### src/rtl/palette_arbiter_pkg.sv
`default_nettype none
// ============================================================================
// Module   : palette_arbiter_pkg
// Purpose  : Shared phase constants, widths and slot-state encoding for the
//            palette RAM arbiter.
// Revision : 1.0 - initial release
// ============================================================================
package palette_arbiter_pkg;

    localparam int PAL_DW = 16;
    localparam int PAL_IW = 12;
    localparam int PAL_AW = PAL_IW + 1;

    localparam logic [1:0] PH_VADDR = 2'd0;
    localparam logic [1:0] PH_VCAP  = 2'd1;
    localparam logic [1:0] PH_CADDR = 2'd2;
    localparam logic [1:0] PH_CCAP  = 2'd3;

    typedef enum logic [1:0] {
        ST_IDLE   = 2'd0,
        ST_VID_RD = 2'd1,
        ST_CPU_RD = 2'd2,
        ST_CPU_WR = 2'd3
    } slot_state_t;

    function automatic logic is_slot_start(input logic [1:0] ph);
        return (ph == PH_VADDR) || (ph == PH_CADDR);
    endfunction

    function automatic slot_state_t cpu_state(input logic wr);
        return wr ? ST_CPU_WR : ST_CPU_RD;
    endfunction

endpackage
`default_nettype wire

### src/rtl/palette_slot_fsm.sv
`default_nettype none
// ============================================================================
// Module   : palette_slot_fsm
// Purpose  : Pixel phase counter and slot ownership state for the arbiter.
// Revision : 1.0 - initial release
// ============================================================================
module palette_slot_fsm
    import palette_arbiter_pkg::*;
#(
    parameter bit BLANK_CPU_EN = 1'b1
) (
    input  logic        clk,
    input  logic        rst_n,
    input  logic        i_blank_n,
    input  logic        i_cpu_pend,
    input  logic        i_cpu_wr,
    output logic [1:0]  o_ph,
    output slot_state_t o_state,
    output slot_state_t o_state_nxt
);

    logic [1:0]  r_ph_q;
    logic [1:0]  w_ph_d;
    slot_state_t r_state_q;
    slot_state_t w_state_d;

    // Ownership is decided only at the two slot-start phases and held through
    // the matching capture phase.
    always_comb begin
        w_ph_d    = r_ph_q + 2'd1;
        w_state_d = r_state_q;
        if (r_ph_q == PH_VADDR) begin
            if (i_blank_n) begin
                w_state_d = ST_VID_RD;
            end else if (BLANK_CPU_EN && i_cpu_pend) begin
                w_state_d = cpu_state(i_cpu_wr);
            end else begin
                w_state_d = ST_IDLE;
            end
        end else if (r_ph_q == PH_CADDR) begin
            w_state_d = i_cpu_pend ? cpu_state(i_cpu_wr) : ST_IDLE;
        end
    end

    always_ff @(posedge clk) begin
        if (!rst_n) begin
            r_ph_q    <= PH_VADDR;
            r_state_q <= ST_IDLE;
        end else begin
            r_ph_q    <= w_ph_d;
            r_state_q <= w_state_d;
        end
    end

    assign o_ph        = r_ph_q;
    assign o_state     = r_state_q;
    assign o_state_nxt = w_state_d;

endmodule
`default_nettype wire

### src/rtl/palette_arbiter.sv
`default_nettype none
// ============================================================================
// Module   : palette_arbiter
// Purpose  : Time-slices one palette RAM between the pixel pipeline and CPU.
// Revision : 1.0 - initial release
// ============================================================================
module palette_arbiter
    import palette_arbiter_pkg::*;
#(
    parameter bit BLANK_CPU_EN = 1'b1
) (
    input  logic              CLK_24M,
    input  logic              nRESET,
    input  logic              nBNKB,
    input  logic [PAL_IW-1:0] VID_ADDR,
    input  logic              CPU_REQ,
    input  logic              CPU_WR,
    input  logic [PAL_IW-1:0] CPU_ADDR,
    input  logic [PAL_DW-1:0] CPU_WDATA,
    input  logic [1:0]        BANK_SET,
    input  logic [1:0]        SHD_SET,
    output logic [PAL_AW-1:0] PAL_ADDR,
    output logic [PAL_DW-1:0] PAL_DOUT,
    input  logic [PAL_DW-1:0] PAL_DIN,
    output logic              nPAL_WE,
    output logic              nPAL_OE,
    output logic [PAL_DW-1:0] CPU_RDATA,
    output logic              CPU_ACK,
    output logic [PAL_DW-1:0] PC,
    output logic              SHADOW,
    output logic              CLK_6MB_EN
);

    logic [1:0]        w_ph;
    slot_state_t       w_state;
    slot_state_t       w_state_nxt;
    logic              w_cpu_pend;

    logic              r_bank_pend_q, w_bank_pend_d;
    logic              r_bank_q,      w_bank_d;
    logic              r_shadow_q,    w_shadow_d;
    logic [PAL_AW-1:0] r_addr_q,      w_addr_d;
    logic [PAL_DW-1:0] r_dout_q,      w_dout_d;
    logic              r_we_n_q,      w_we_n_d;
    logic              r_oe_n_q,      w_oe_n_d;
    logic [PAL_DW-1:0] r_rdata_q,     w_rdata_d;
    logic              r_ack_q,       w_ack_d;
    logic [PAL_DW-1:0] r_pc_q,        w_pc_d;

    // The CPU still sees REQ high while ACK is visible; that request is done.
    assign w_cpu_pend = CPU_REQ && !r_ack_q;

    palette_slot_fsm #(
        .BLANK_CPU_EN (BLANK_CPU_EN)
    ) u_slot_fsm (
        .clk         (CLK_24M),
        .rst_n       (nRESET),
        .i_blank_n   (nBNKB),
        .i_cpu_pend  (w_cpu_pend),
        .i_cpu_wr    (CPU_WR),
        .o_ph        (w_ph),
        .o_state     (w_state),
        .o_state_nxt (w_state_nxt)
    );

    always_comb begin
        w_bank_pend_d = r_bank_pend_q;
        if (BANK_SET[1]) begin
            w_bank_pend_d = 1'b1;
        end else if (BANK_SET[0]) begin
            w_bank_pend_d = 1'b0;
        end
        // Bank is committed once per pixel so both slots of a pixel agree.
        w_bank_d = (w_ph == PH_VADDR) ? w_bank_pend_d : r_bank_q;

        w_shadow_d = r_shadow_q;
        if (SHD_SET[1]) begin
            w_shadow_d = 1'b1;
        end else if (SHD_SET[0]) begin
            w_shadow_d = 1'b0;
        end

        w_addr_d  = r_addr_q;
        w_dout_d  = r_dout_q;
        w_we_n_d  = 1'b1;
        w_oe_n_d  = 1'b1;
        w_rdata_d = r_rdata_q;
        w_ack_d   = 1'b0;
        w_pc_d    = r_pc_q;

        if (is_slot_start(w_ph)) begin
            case (w_state_nxt)
                ST_VID_RD: begin
                    w_addr_d = {w_bank_d, VID_ADDR};
                    w_oe_n_d = 1'b0;
                end
                ST_CPU_RD: begin
                    w_addr_d = {w_bank_d, CPU_ADDR};
                    w_oe_n_d = 1'b0;
                end
                ST_CPU_WR: begin
                    w_addr_d = {w_bank_d, CPU_ADDR};
                    w_dout_d = CPU_WDATA;
                    w_we_n_d = 1'b0;
                end
                default: begin
                end
            endcase
        end else begin
            w_ack_d = (w_state == ST_CPU_RD) || (w_state == ST_CPU_WR);
            if (w_state == ST_CPU_RD) begin
                w_rdata_d = PAL_DIN;
            end
            if (w_ph == PH_VCAP) begin
                w_pc_d = (w_state == ST_VID_RD) ? PAL_DIN : '0;
            end
        end
    end

    always_ff @(posedge CLK_24M) begin
        if (!nRESET) begin
            r_bank_pend_q <= 1'b0;
            r_bank_q      <= 1'b0;
            r_shadow_q    <= 1'b0;
            r_addr_q      <= '0;
            r_dout_q      <= '0;
            r_we_n_q      <= 1'b1;
            r_oe_n_q      <= 1'b1;
            r_rdata_q     <= '0;
            r_ack_q       <= 1'b0;
            r_pc_q        <= '0;
        end else begin
            r_bank_pend_q <= w_bank_pend_d;
            r_bank_q      <= w_bank_d;
            r_shadow_q    <= w_shadow_d;
            r_addr_q      <= w_addr_d;
            r_dout_q      <= w_dout_d;
            r_we_n_q      <= w_we_n_d;
            r_oe_n_q      <= w_oe_n_d;
            r_rdata_q     <= w_rdata_d;
            r_ack_q       <= w_ack_d;
            r_pc_q        <= w_pc_d;
        end
    end

    assign PAL_ADDR   = r_addr_q;
    assign PAL_DOUT   = r_dout_q;
    assign nPAL_WE    = r_we_n_q;
    assign nPAL_OE    = r_oe_n_q;
    assign CPU_RDATA  = r_rdata_q;
    assign CPU_ACK    = r_ack_q;
    assign PC         = r_pc_q;
    assign SHADOW     = r_shadow_q;
    assign CLK_6MB_EN = (w_ph == PH_CCAP);

endmodule
`default_nettype wire

### config.mk
export PLATFORM = sky130hd
export DESIGN_NAME = palette_arbiter
export DESIGN_NICKNAME = d
export VERILOG_FILES = /design/src/rtl/palette_arbiter_pkg.sv /design/src/rtl/palette_slot_fsm.sv /design/src/rtl/palette_arbiter.sv
export SDC_FILE = /design/constraint.sdc
export NUM_CORES = 1
export LEC_CHECK = 0
export ABC_AREA = 0
export ABC_CLOCK_PERIOD_IN_PS = 6300
export BUFFER_PORTS_ARGS = -buffer_cell sky130_fd_sc_hd__clkbuf_2
export CORE_AREA = 2 2 79 81
export DETAILED_ROUTE_END_ITERATION = 6
export DIE_AREA = 0 0 81 83
export HOLD_SLACK_MARGIN = 0.06
export PLACE_DENSITY = 0.83
export REMOVE_ABC_BUFFERS = 1
export SLEW_MARGIN = 20
export SYNTH_ARGS = -nofsm -noshare
export SYNTH_HDL_FRONTEND = slang
export SYNTH_SLANG_ARGS = --single-unit
export TNS_END_PERCENT = 100
### constraint.sdc
create_clock -name CLK_24M -period 6.3 [get_ports CLK_24M]
set_clock_uncertainty 0.2 [all_clocks]
set_input_delay 0.945 -clock CLK_24M [delete_from_list [all_inputs] [get_ports CLK_24M]]
set_output_delay 0.945 -clock CLK_24M [all_outputs]
set_load 0.01 [all_outputs]
# [After elaboration in Yosys (flattened, before gate mapping)]
# Index checks and enable logic that the tools add are counted.
[totals] ff_bits=71 in_bits=65
[op_classes] add_sub_neg=1 n_eq_ne=9 muxes=14 bitwise_logic=2 reduce_logical=15
[op_table] cell="13-bit one-hot mux with 2 select lines" n=1
[op_table] cell="16-bit 2-to-1 mux" n=1
[op_table] cell="2-bit equality test, second input constant" n=6
[op_table] cell="2-bit AND reduction" n=5
[op_table] cell="1-bit 2-to-1 mux" n=8
[op_table] cell="2-bit 2-to-1 mux" n=4
[op_table] cell="2-bit by 1-bit equality test with 1-bit output, second input constant" n=3
[op_table] cell="2-bit OR reduction" n=3
[op_table] cell="2-bit nonzero test" n=2
[op_table] cell="2-bit by 1-bit adder with 2-bit output, second input constant" n=1
[op_table] cell="2-bit logical NOT" n=1
[op_table] cell="1-bit logical OR" n=2
[op_table] cell="1-bit inverter" n=2
[op_table] cell="1-bit logical AND" n=1
[op_table] cell="1-bit logical NOT" n=1

# [Depth between registers and ports, before layout]
# Gate-level depths: netlist (run 1).
[depth] depth_word=9 ltp_mapped=11 mapped_depth_nobuf=9

# [Modules after synthesis]
# A second synthesis (run 1) with hierarchy kept.
[unflattened] cells_unflattened=303 area_unflattened_um2=2824.0
[by_module_without_submodules] mod="palette_arbiter" n_inst=1 cells_each=282 area_each_um2=2633.8 seq_area_each_um2=1341.3
[by_module_without_submodules] mod="palette_slot_fsm" n_inst=1 cells_each=21 area_each_um2=190.2 seq_area_each_um2=80.1

# [Worst setup path after synthesis (run 1)]
# No wires, ideal clock.
[synth_path] kind="input -> register" from="in CPU_REQ" to="reg r_addr_q[10], in the netlist PAL_ADDR[10]" setup_time_ns=0.133 t_arrival_ns=2.554 required_ns=5.967 setup_slack_ns=3.413 path_stages=8 n_path_buf=1 cell_sequence="nor2b_1 -> a221oi_1 -> inv_1 -> ha_1 -> nor2_1 -> buf_2 -> mux2i_1 -> a21oi_1"
[synth_between] elab_chain_cells=8
[synth_rtl] item="start: declaration" line="palette_arbiter.sv:16" source="input logic CPU_REQ,"
[synth_rtl] item="1-bit logical AND (*)" line="palette_arbiter.sv:51" source="assign w_cpu_pend = CPU_REQ && !r_ack_q;"
[synth_rtl] item="2-bit 2-to-1 mux (*)" line="palette_slot_fsm.sv:35, palette_slot_fsm.sv:41"
[synth_rtl] item="2-bit 2-to-1 mux, on equally long branches" line="palette_slot_fsm.sv:40, palette_slot_fsm.sv:33"
[synth_rtl] item="2-bit 2-to-1 mux (*)" line="palette_slot_fsm.sv:32" source="if (r_ph_q == PH_VADDR) begin"
[synth_rtl] item="via u_slot_fsm.o_state_nxt[1]" line="palette_slot_fsm.sv:19" source="output slot_state_t o_state_nxt"
[synth_rtl] item="2-bit equality test" line="palette_arbiter.sv:92" source="case (w_state_nxt)"
[synth_rtl] item="2-bit OR reduction (no line)"
[synth_rtl] item="2-bit nonzero test (no line)"
[synth_rtl] item="2-bit AND reduction (no line)"
[synth_rtl] item="end signal: assignment" line="palette_arbiter.sv:136" source="r_addr_q <= w_addr_d;"
[synth_rtl] item="end: declaration" line="palette_arbiter.sv:42" source="logic [PAL_AW-1:0] r_addr_q, w_addr_d;"
# The timed path passes the listed nets; every way through them passes the cells marked *. The select of a mux whose other input is x is not followed.
# A chain may end at the register's enable or synchronous reset.

# [Worst setup path after layout (run 1)]
[layout_path] from="reg u_slot_fsm.r_ph_q[0], in the netlist u_slot_fsm.o_ph[0]" to="reg r_addr_q[0], in the netlist PAL_ADDR[0]"
[layout_between] elab_chain_cells=7
[layout_rtl] item="start: declaration" line="palette_slot_fsm.sv:22" source="logic [1:0] r_ph_q;"
[layout_rtl] item="start signal: assignment" line="palette_slot_fsm.sv:50" source="r_ph_q <= w_ph_d;"
[layout_rtl] item="2-bit equality test" line="palette_slot_fsm.sv:40" source="end else if (r_ph_q == PH_CADDR) begin"
[layout_rtl] item="2-bit 2-to-1 mux" line="palette_slot_fsm.sv:40"
[layout_rtl] item="2-bit 2-to-1 mux (*)" line="palette_slot_fsm.sv:32"
[layout_rtl] item="via u_slot_fsm.o_state_nxt[1]" line="palette_slot_fsm.sv:19"
[layout_rtl] item="2-bit equality test" line="palette_arbiter.sv:92"
[layout_rtl] item="2-bit OR reduction (no line)"
[layout_rtl] item="2-bit nonzero test (no line)"
[layout_rtl] item="2-bit AND reduction (no line)"
# Marks and branches as above.

==> results of run 1 <==
cell families (layout without fill, tap and decap cells):
group / count (synthesis) / after routing / share of synthesized area, %
AO/OA/AOI/OAI: 85 / 85 / 19.1
adder cells (fa/ha/maj): 7 / 7 / 3.05
buffers and inverters: 23 / 150 / 3.83
flip-flops: 71 / 71 / 49.5
multiplexers: 12 / 12 / 4.18
AND/OR/NAND/NOR: 115 / 115 / 20.3
Yosys cell counts, types with 2 or more instances:
library cell  instances  area share, %
a21boi_0             18            4.7
a21boi_1             14            3.7
a21oi_1              28            4.9
buf_2                 6            1.0
buf_4                 2           0.52
clkbuf_1             10            1.3
dfxtp_1              71             49
ha_1                  7            3.0
inv_1                 3           0.39
mux2i_1              12            4.2
nand2_1              64            8.4
nor2_1                3           0.39
nor2b_1              39            8.5
o21a_1                2           0.52
o21ai_0              13            2.3
report_power, final:
group | total [mW] | switching, mW | internal, mW
Sequential | 0.496 | 0.0164 | 0.480
Combinational | 0.168 | 0.0928 | 0.0748
Clock | 0.323 | 0.149 | 0.174
Total | 0.987 | 0.259 | 0.729
routing by layer:
metal	global-route usage, %	up-vias
met4	6.93	0
met2	33.8	102
met5	0	-
met3	6.09	7
li1	-	1293
met1	23.8	1159
per-stage QoR:
step	util [%]	hold slack [ns]	power, mW	instances	instance area (sq um)
global route	63.8	0.278	1.04	515	3710
floorplan	-	0.240	0.600	293	2770
detailed placement	60.7	0.244	0.675	500	3530
global placement	60.7	0.240	0.670	500	3530
CTS	63.8	0.253	1.00	515	3710
finish	63.8	0.251	0.987	515	3710
final cells by class:
| cell class | instances | area share [%] |
|---|---|---|
| flip-flops and latches | 71 | 38.3 |
| clock buffers | 15 | 4.76 |
| well taps | 75 | 2.53 |
| multi-input cells | 219 | 36.1 |
| inverters | 3 | 0.304 |
| repair buffers | 132 | 17.9 |
state kept, by name, indices dropped and copies added, names as in the netlist:
name and flops:
nPAL_OE 1, nPAL_WE 1, PAL_ADDR 13, PAL_DOUT 16, r_bank_q 1, CPU_ACK 1
CPU_RDATA 16, u_slot_fsm.o_ph 2, r_bank_pend_q 1, u_slot_fsm.o_state 2, PC 16, SHADOW 1
path summary, 6_finish.rpt:
| path | slack [ns] | endpoint | startpoint | depth (start not counted) |
|---|---|---|---|---|
| hold / removal | 0.25 | PAL_DOUT[14]$_SDFFE_PN0P_ | PAL_DOUT[14]$_SDFFE_PN0P_ | 2 |
| hold reg to reg | 0.25 | PAL_DOUT[14]$_SDFFE_PN0P_ | PAL_DOUT[14]$_SDFFE_PN0P_ | 2 |
| setup reg to reg | 3.41 | PAL_ADDR[0]$_SDFFE_PN0P_ | u_slot_fsm.o_ph[0]$_SDFF_PN0_ | 10 |
| setup / recovery | 3.41 | PAL_ADDR[0]$_SDFFE_PN0P_ | u_slot_fsm.o_ph[0]$_SDFF_PN0_ | 10 |
worst max-delay path, delay by kind of cell (launching register included):
family | cells | cell delay (ns)
mux | 1 | 0.22
fa+ha+maj | 2 | 0.76
buf+inv | 3 | 0.44
simple gates | 2 | 0.25
compound gates | 2 | 0.54
flops | 1 | 0.34
==> key figures, run 1 <==
CTS
  • Clk Tree Root Cell: clkbuf_8
  • CTS resizes: 0
  • H-tree levels: 3
  • TritonCTS Sinks: 71
  • Post-CTS Setup Bufs: 0
  • CTS buffer count: 9
  • CTS tree: done
  • Longest Clk Path Bufs: 2
  • Hold-fix buffers, CTS: 0
  • Latest clock arrival within the worst-skew pair: 0.32 ns
  • Clock slew at reported path FFs: around 0.07 ns

Route
  • Via count: 2,561
  • DRT Pass-1 Iters: 4
  • Met3 WL: ~570 microns
  • Routed met2 length: 2950 microns
  • Final WL: about 6400 microns
  • M1 wire length: 2830 microns
  • Vias per cell: about 5.0
  • Post-DR wirelength/cell: 12.5 microns
  • Initial DRC count: 64
  • ANT nets after route: 0
  • Drc violations: 0
  • Top Metal Used: met4

Setup path
  • CP peak stage delay: roughly 0.5 ns
  • WP data required: between 6 and 7 ns
  • Slowest-stage cell, CP: ha_1
  • Crit-path cells: inv_1, ha_1, nor2b_1, a221oi_1, inv_1, ha_1, nor2_1, buf_4, mux2i_1, a21oi_1
  • Worst endpoint data arrival time: ~2.9 ns
  • Worst Setup Start Kind: flip-flop
  • Crit end category: flip-flop
  • CP Class: flip-flop to flip-flop
  • Maximum fanout along the worst path: 15

Timing
  • FMAX: 346 MHz
  • Max_slew headroom: between 40% and 50%
  • Fin. Hold Viols: 0
  • Fin crit share: 45.8%
  • Final Critical Period: 2.89 ns
  • Final WS setup: 3.41 ns
  • RSZ-0062 raised after global routing: false
  • Tightest Pin Transition: between 0.8 and 0.9 ns
  • Final Slew Violations: 0
  • Final setup vio count: 0
  • Setup_tns: 0 ns

Placed design
  • Worst setup slack after placement: 3.32 ns
  • Port bufs: 130
  • DP Wirelength: 4570 microns
  • GPL Wtd Cong: around 0.75

Yosys
  • Syn avg cell area: between 9 and 10 sq um
  • Ys flop type: dfxtp_1
  • Syn. warnings: 0
  • EDFF count, synth: 0
  • Flip-flop and latch count after synthesis: between 70 and 80
  • Async SR Flop Fraction: 0%
  • Mapped cell area: around 2900 sq um
  • Sequential share of the synthesized area: 49.5%
  • Syn Inst Count: around 310
  • Yosys cell types: 36

Finish
  • Inserted Diodes: 0
  • Leading cell type in the layout, fill and taps excluded: clkbuf_2
  • Storage element area: 1420 sq um
  • Nets: between 500 and 600
  • Ratio of cells with drive above 1 in the final layout: about a third
  • Synth-to-layout area growth: 29.2%
  • Fillers: about 540
  • Footprint of the multi-input gates: ~1300 sq um
  • Most frequent cells in the layout: clkbuf_2 (130), dfxtp_1 (71), nand2_1 (64), nor2b_1 (39), a21oi_1 (28)

Global routing
  • Global-route wire length before repair: 10,800 microns
  • Global-route usage over all layers: between 20% and 30%
  • Number of global-route vias before repair: ~2,400
  • Initial antenna violation count: 0
  • Gr ovfl total: 0
  • Largest net degree at the start of global routing: 39

Die
  • Die Ht: 83 microns
  • Die X: slightly above 80 microns
  • Core region area: around 5800 sq um
  • Initial core utilization: between 40% and 50%
  • Row count: 28
  • Ports: roughly 130
  • Die ar.: just under 7000 sq um

Power
  • Static Leakage: approximately 1.7 nW
  • Power Dens Cells: roughly 270 nW/um^2
  • Worst vdd ir: 170 uV

Worst hold path
  • Hold WC Path Type: flip-flop to flip-flop

Outcome
  • Status: finished clean

Run
  • Max Cap Viol: 0
Power figures use the tool's default switching activity.
==> inputs of run 2 (changes only) <==
--- a/config.mk
+++ b/config.mk
@@ -6,13 +6,13 @@
 export NUM_CORES = 1
 export LEC_CHECK = 0
 export ABC_AREA = 0
-export ABC_CLOCK_PERIOD_IN_PS = 6300
+export ABC_CLOCK_PERIOD_IN_PS = 2310
 export BUFFER_PORTS_ARGS = -buffer_cell sky130_fd_sc_hd__clkbuf_2
-export CORE_AREA = 2 2 79 81
+export CORE_AREA = 2 2 86 88
 export DETAILED_ROUTE_END_ITERATION = 6
-export DIE_AREA = 0 0 81 83
+export DIE_AREA = 0 0 88 90
 export HOLD_SLACK_MARGIN = 0.06
-export PLACE_DENSITY = 0.83
+export PLACE_DENSITY = 0.74
 export REMOVE_ABC_BUFFERS = 1
 export SLEW_MARGIN = 20
 export SYNTH_ARGS = -nofsm -noshare
==> constraint.sdc (replaced) <==
create_clock -name CLK_24M -period 2.31 [get_ports CLK_24M]
set_clock_uncertainty 0.2 [all_clocks]
set_input_delay 0.3465 -clock CLK_24M [delete_from_list [all_inputs] [get_ports CLK_24M]]
set_output_delay 0.3465 -clock CLK_24M [all_outputs]
set_load 0.01 [all_outputs]
==> run 2 against run 1 <==
Non-clock buffer count is 60 higher. Wire length is 19% higher. Sequential share of layout area is 6.3 points lower. Cell count is 16% higher. Clock-buffer cell count is 6 lower. Maximum frequency is 31% higher. Die area is 18% higher. Critical path depth is 1 higher. Global-route usage is 1.5 points lower. Combinational power grew to 3.9 times the previous value. Critical path type unchanged. Critical endpoint is now PAL_DOUT[9]$_SDFFE_PN0P_. Largest power group unchanged. Highest routed layer unchanged.
==> key figures, run 2 (synthesis results as in run 1) <==
Outcome
  • Status: finished clean

CTS
  • Clock slew at reported path FFs: 0.08 ns (about the same)
  • CTS buffer count: 9 (unchanged)
  • Clk Tree Root Cell: clkbuf_8
  • Longest Clk Path Bufs: 2 (unchanged)
  • Latest clock arrival within the worst-skew pair: 0.34 ns (+0.02 ns)
  • TritonCTS Sinks: 71 (unchanged)
  • H-tree levels: 3 (unchanged)
  • CTS tree: done

Setup path
  • Worst endpoint data arrival time: 2.27 ns (-0.61 ns)
  • WP data required: 2.37 ns (-3.92 ns)
  • Slowest-stage cell, CP: dfxtp_4
  • Crit end category: flip-flop
  • CP Class: flip-flop to flip-flop
  • Worst Setup Start Kind: flip-flop
  • CP peak stage delay: 0.38 ns (-0.13 ns)
  • Crit-path cells: inv_4, ha_4, nor2b_1, o2bb2ai_2, o31a_1, ha_4, buf_4, o21a_2, buf_12, nand2_1, a21boi_0
  • Critical Path Most Common Cell: ha_4
  • Maximum fanout along the worst path: 16 (+1)

Die
  • Initial core utilization: 40.9% (-8.5 points)
  • Die X: 88 microns (+8.6%)
  • Ports: 131 (unchanged)
  • Row count: 31 (+11%)
  • Die Ht: 90 microns (+8.4%)
  • Die ar.: 7920 sq um (+18%)
  • Core region area: 7020 sq um (+21%)

Route
  • Via count: 2,816 (+10%)
  • Post-DR wirelength/cell: 12.8 microns (+2.3%)
  • Vias per cell: 4.70 (-5.5%)
  • ANT nets after route: 0 (unchanged)
  • Drc violations: 0 (unchanged)
  • DRT Pass-1 Iters: 4 (unchanged)
  • Final WL: 7650 microns (+19%)
  • Initial DRC count: 39 (-39%)

Timing
  • Final setup vio count: 0 (unchanged)
  • FMAX: 454 MHz (+31%)
  • Max_slew headroom: 57.1% (+15 points)
  • RSZ-0062 raised after global routing: true
  • Final Critical Period: 2.20 ns (-0.684 ns)
  • Final Slew Violations: 0 (unchanged)
  • Fin. Hold Viols: 0 (unchanged)
  • Final WS setup: 0.106 ns (-3.31 ns)
  • Fin crit share: 95.4% (+50 points)
  • WHS: 0.0857 ns (-0.166 ns)
  • Tightest Pin Transition: 0.644 ns (-0.220 ns)

Finish
  • Storage element area: 1430 sq um (+0.35%)
  • Ratio of cells with drive above 1 in the final layout: 39.2% (+5.3 points)
  • Synth-to-layout area growth: 55.3%
  • Layout Utilization: 63.5% (-0.23 points)
  • Nets: 568 (+12%)
  • Inserted Diodes: 0 (unchanged)
  • Leading cell type in the layout, fill and taps excluded: clkbuf_2
  • Most frequent cells in the layout: clkbuf_2 (130), dfxtp_1 (69), nand2_1 (64), nor2b_1 (38), dlygate4sd3_1 (34)
  • Footprint of the multi-input gates: 1440 sq um (+7.7%)
  • Fillers: 572 (+6.3%)

Global routing
  • Gr ovfl total: 0 (unchanged)
  • Initial antenna violation count: 0 (unchanged)
  • Global-route wire length before repair: 11,800 microns (+9.9%)
  • Largest net degree at the start of global routing: 40 (+2.6%)
  • Number of global-route vias before repair: 2,700 (+10%)
  • Global-route usage over all layers: 18.5% (-1.5 points)

Placed design
  • GPL Wtd Cong: 0.783 (+3.8%)
  • Worst setup slack after placement: -0.154 ns (-3.47 ns)
  • Port bufs: 130 (unchanged)
  • DP Wirelength: 4940 microns (+8.1%)

Power
  • Power Dens Cells: 667 nW/um^2 (+150%)
  • Static Leakage: 2.02 nW (+18%)
  • Worst vdd ir: 415 uV (+140%)

Run
  • Max Cap Viol: 0 (unchanged)

Worst hold path
  • Hold WC Path Type: primary input to flip-flop
[run 2: cell count changes in the layout (fill, tap and decap cells not counted), moves of 3 or more]
cell	delta
dlygate4sd3_1	+34
buf_4	+20
o21ai_0	-8
o21ai_1	+8
ha_1	-4
buf_12	+3
clkbuf_1	-3
clkbuf_8	-3
clkinvlp_4	+3
ha_4	+3
inv_1	-3
[run 2: worst paths after layout]
check / start / endpoint / slack, ns / cells after the start
setup reg to reg: u_slot_fsm.o_ph[1]$_SDFF_PN0_ / PAL_DOUT[9]$_SDFFE_PN0P_ / 0.11 / 11
hold / removal: VID_ADDR[11] / PAL_ADDR[11]$_SDFFE_PN0P_ / 0.09 / 3
hold reg to reg: CPU_RDATA[11]$_SDFFE_PN0P_ / CPU_RDATA[11]$_SDFFE_PN0P_ / 0.25 / 2
setup / recovery: u_slot_fsm.o_ph[1]$_SDFF_PN0_ / PAL_DOUT[9]$_SDFFE_PN0P_ / 0.11 / 11
[run 2: per-stage QoR]
step | area [sq um] | setup TNS [ns] | instances | total power [mW]
floorplan | 2770 | -10.06 | 293 | 1.64
global placement | 3750 | -0.606 | 544 | 1.90
detailed placement | 3750 | -2.06 | 544 | 1.91
CTS | 4310 | 0 | 593 | 2.93
global route | 4460 | -0.0440 | 599 | 3.13
finish | 4460 | 0 | 599 | 2.98
[run 2: critical path, delay by kind of cell (launching register included)]
family                   cells  cell delay (ns)
buffers and inverters        3             0.30
AND/OR/NAND/NOR              2             0.20
flip-flops                   1             0.38
AO/OA/AOI/OAI                4             0.69
adder cells (fa/ha/maj)      2             0.34
[run 2: cell type report]
cell class	count	area share [%]
multi-input combinational	219	32.4
sequential	71	32.0
timing repair buffer	192	28.3
clock buffer	9	2.78
tap	99	2.78
clock inverter	6	1.40
inverter	3	0.365
[run 2: power by group]
part	leakage (nW)	internal (mW)	switching, mW
combinational	1.35	0.354	0.306
clock	0.0871	0.488	0.466
sequential	0.579	1.31	0.0533
[run 2: metal layers]
layer,global-route usage [%],share of wire (%)
met1,22.2,44
met5,0,0
met4,6.28,1.5
met3,5.69,7.1
met2,31.0,47
[run 2: what timing repair did]
| item | in CTS | in global routing |
|---|---|---|
| pin swaps | 1 | 6 |
| resized for setup | 7 | 32 |
| setup endpoints to repair | 29 | 30 |
| hold endpoints to repair | 34 | 0 |
| hold buffers | 34 | 0 |
| buffers inserted | 0 | 5 |
| cloned | 0 | 1 |
==> inputs of run 3 (changes only) <==
--- a/config.mk
+++ b/config.mk
@@ -6,13 +6,13 @@
 export NUM_CORES = 1
 export LEC_CHECK = 0
 export ABC_AREA = 0
-export ABC_CLOCK_PERIOD_IN_PS = 2310
+export ABC_CLOCK_PERIOD_IN_PS = 2700
 export BUFFER_PORTS_ARGS = -buffer_cell sky130_fd_sc_hd__clkbuf_2
-export CORE_AREA = 2 2 86 88
+export CORE_AREA = 2 2 79 81
 export DETAILED_ROUTE_END_ITERATION = 6
-export DIE_AREA = 0 0 88 90
+export DIE_AREA = 0 0 81 83
 export HOLD_SLACK_MARGIN = 0.06
-export PLACE_DENSITY = 0.74
+export PLACE_DENSITY = 0.83
 export REMOVE_ABC_BUFFERS = 1
 export SLEW_MARGIN = 20
 export SYNTH_ARGS = -nofsm -noshare
==> constraint.sdc (replaced) <==
create_clock -name CLK_24M -period 2.7 [get_ports CLK_24M]
set_clock_uncertainty 0.2 [all_clocks]
set_input_delay 0.405 -clock CLK_24M [delete_from_list [all_inputs] [get_ports CLK_24M]]
set_output_delay 0.405 -clock CLK_24M [all_outputs]
set_load 0.01 [all_outputs]
==> run 3 against run 2 <==
Maximum frequency is 13% lower. Global-route usage is 2.4 points higher. Via count is 8.2% lower. Total power is 23% lower. Largest cell class is now sequential cells. Cell area is 16% lower.
==> key figures, run 3 (synthesis results as in run 1) <==
Outcome
  • Status: finished clean

Setup path
  • WP data required: 2.72 ns (+0.35 ns)
  • CP Class: flip-flop to flip-flop
  • Worst endpoint data arrival time: 2.55 ns (+0.28 ns)
  • Crit end category: flip-flop
  • Worst Setup Start Kind: flip-flop
  • Maximum fanout along the worst path: 12 (-4)

Finish
  • Non-Filler Instances: 521 (-13%)
  • Footprint of the multi-input gates: 1360 sq um (-5.9%)
  • Ratio of cells with drive above 1 in the final layout: 35.9% (-3.3 points)
  • Layout Utilization: 64.7% (+1.2 points)
  • Inserted Diodes: 0 (unchanged)
  • Storage element area: 1420 sq um (-0.35%)
  • Leading cell type in the layout, fill and taps excluded: clkbuf_2
  • Fillers: 505 (-12%)
  • Synth-to-layout area growth: 31.1%
  • Nets: 514 (-9.5%)
  • Most frequent cells in the layout: clkbuf_2 (130), dfxtp_1 (71), nand2_1 (64), nor2b_1 (39), a21oi_1 (28)
  • Design Area, Final: 3760 sq um (-16%)

CTS
  • Clk Tree Root Cell: clkbuf_8
  • Latest clock arrival within the worst-skew pair: 0.33 ns (about the same)
  • CTS tree: done
  • Longest Clk Path Bufs: 2 (unchanged)
  • H-tree levels: 3 (unchanged)
  • CTS buffer count: 9 (unchanged)
  • CTS resizes: 0 (-7)
  • TritonCTS Sinks: 71 (unchanged)
  • Hold-fix buffers, CTS: 0 (-100%)
  • Clock slew at reported path FFs: 0.07 ns (about the same)
  • Post-CTS Setup Bufs: 0 (unchanged)

Global routing
  • Gr ovfl total: 0 (unchanged)
  • Number of global-route vias before repair: 2,584 (-4.3%)
  • Initial antenna violation count: 0 (unchanged)
  • Largest net degree at the start of global routing: 40 (unchanged)
  • Global-route usage over all layers: 20.9% (+2.4 points)
  • Global-route wire length before repair: 11,200 microns (-5.7%)

Die
  • Row count: 28 (-9.7%)
  • Die Ht: 83 microns (-7.8%)
  • Die X: 81 microns (-8.0%)
  • Core region area: 5820 sq um (-17%)
  • Die ar.: 6720 sq um (-15%)
  • Initial core utilization: 49.4% (+8.5 points)
  • Ports: 131 (unchanged)

Route
  • Final WL: 6770 microns (-11%)
  • ANT nets after route: 0 (unchanged)
  • Vias per cell: 4.96 (+5.5%)
  • Post-DR wirelength/cell: 13.0 microns (+1.8%)
  • DRT Pass-1 Iters: 4 (unchanged)
  • Via count: 2,585 (-8.2%)
  • Drc violations: 0 (unchanged)
  • Initial DRC count: 67 (+72%)

Power
  • Int Pwr: 1.66 mW (-23%)
  • Sequential share of power: 50.5% (+4.7 points)
  • Worst vdd ir: 452 uV (+9.0%)
  • Switching power: 0.633 mW (-23%)
  • Switching Share: 27.6% (-0.14 points)
  • Comb pwr share: 18.2% (-4.0 points)
  • Static Leakage: 1.74 nW (-14%)
  • Power Dens Cells: 609 nW/um^2 (-8.7%)
  • Clock power frac: 31.3% (-0.8 points)

Placed design
  • Post-DP Area: 3580 sq um (-4.6%)
  • Inst Count DP: 506 (-7.0%)
  • Worst setup slack after placement: 0.0435 ns (+0.198 ns)
  • DP Wirelength: 4800 microns (-2.9%)
  • GPL Wtd Cong: 0.792 (+1.1%)
  • Port bufs: 130 (unchanged)

Timing
  • Final WS setup: 0.166 ns (+0.0596 ns)
  • FMAX: 395 MHz (-13%)
  • Final Critical Period: 2.53 ns (+0.330 ns)
  • Fin crit share: 93.9% (-1.5 points)
  • RSZ-0062 raised after global routing: false
  • Max_slew headroom: 55.3% (-1.8 points)
  • Final Slew Violations: 0 (unchanged)
  • Tightest Pin Transition: 0.671 ns (+0.0264 ns)
  • Final setup vio count: 0 (unchanged)
  • Setup_tns: 0 ns (unchanged)
  • Fin. Hold Viols: 0 (unchanged)

Worst hold path
  • Hold WC Path Type: primary input to flip-flop

Run
  • Max Cap Viol: 0 (unchanged)
run 3: cell types whose count changed in the layout (fill, tap and decap cells not counted), moves of 3 or more:
cell,change
dlygate4sd3_1,-34
buf_4,-15
o21ai_0,+8
o21ai_1,-8
buf_12,-3
ha_1,+3
ha_4,-3
inv_1,+3
run 3: stage by stage:
step | power (mW) | hold slack [ns]
floorplan | 1.40 | 0.240
global placement | 1.57 | 0.240
detailed placement | 1.59 | 0.246
CTS | 2.30 | 0.0624
global route | 2.42 | 0.0797
finish | 2.29 | 0.0785
run 3: cell type report:
class	count	area share, %
tap	75	2.49
sequential	71	37.8
timing repair buffer	138	19.0
multi-input combinational	219	36.1
clock buffer	11	3.76
inverter	3	0.299
clock inverter	4	0.598
run 3: layer usage:
layer  vias up  track usage (%)  wire length (microns)
li1       1306                -                      -
met1      1162             25.2                   3060
met2       108             34.0                   3060
met3         9             5.76                    561
met4         0             9.86                     91
met5         -                0                      0
run 3: critical path: stages (launching register included):
cell,delay [ns]
dfxtp_1,0.37
inv_1,0.08
ha_2,0.23
nor2b_1,0.16
a221oi_2,0.31
inv_1,0.11
ha_1,0.25
nor2_1,0.18
buf_6,0.22
mux2i_2,0.22
a21oi_1,0.09
run 3: final timing paths:
| path | to | slack (ns) | cells past startpoint | from |
|---|---|---|---|---|
| setup / recovery | PAL_ADDR[7]$_SDFFE_PN0P_ | 0.17 | 10 | u_slot_fsm.o_ph[0]$_SDFF_PN0_ |
| hold / removal | SHADOW$_SDFFE_PN0P_ | 0.08 | 2 | SHD_SET[1] |
| hold reg to reg | CPU_RDATA[8]$_SDFFE_PN0P_ | 0.25 | 2 | CPU_RDATA[8]$_SDFFE_PN0P_ |
| setup reg to reg | PAL_ADDR[7]$_SDFFE_PN0P_ | 0.17 | 10 | u_slot_fsm.o_ph[0]$_SDFF_PN0_ |
run 3: power by group through the flow:
stage / logic, mW / registers (mW) / clock network, mW
after CTS: 0.407 / 1.16 / 0.736
after global placement: 0.395 / 1.18 / 0
after global routing: 0.463 / 1.17 / 0.788
final: 0.416 / 1.16 / 0.717
after detailed placement: 0.406 / 1.18 / 0
after floorplan: 0.193 / 1.21 / 0
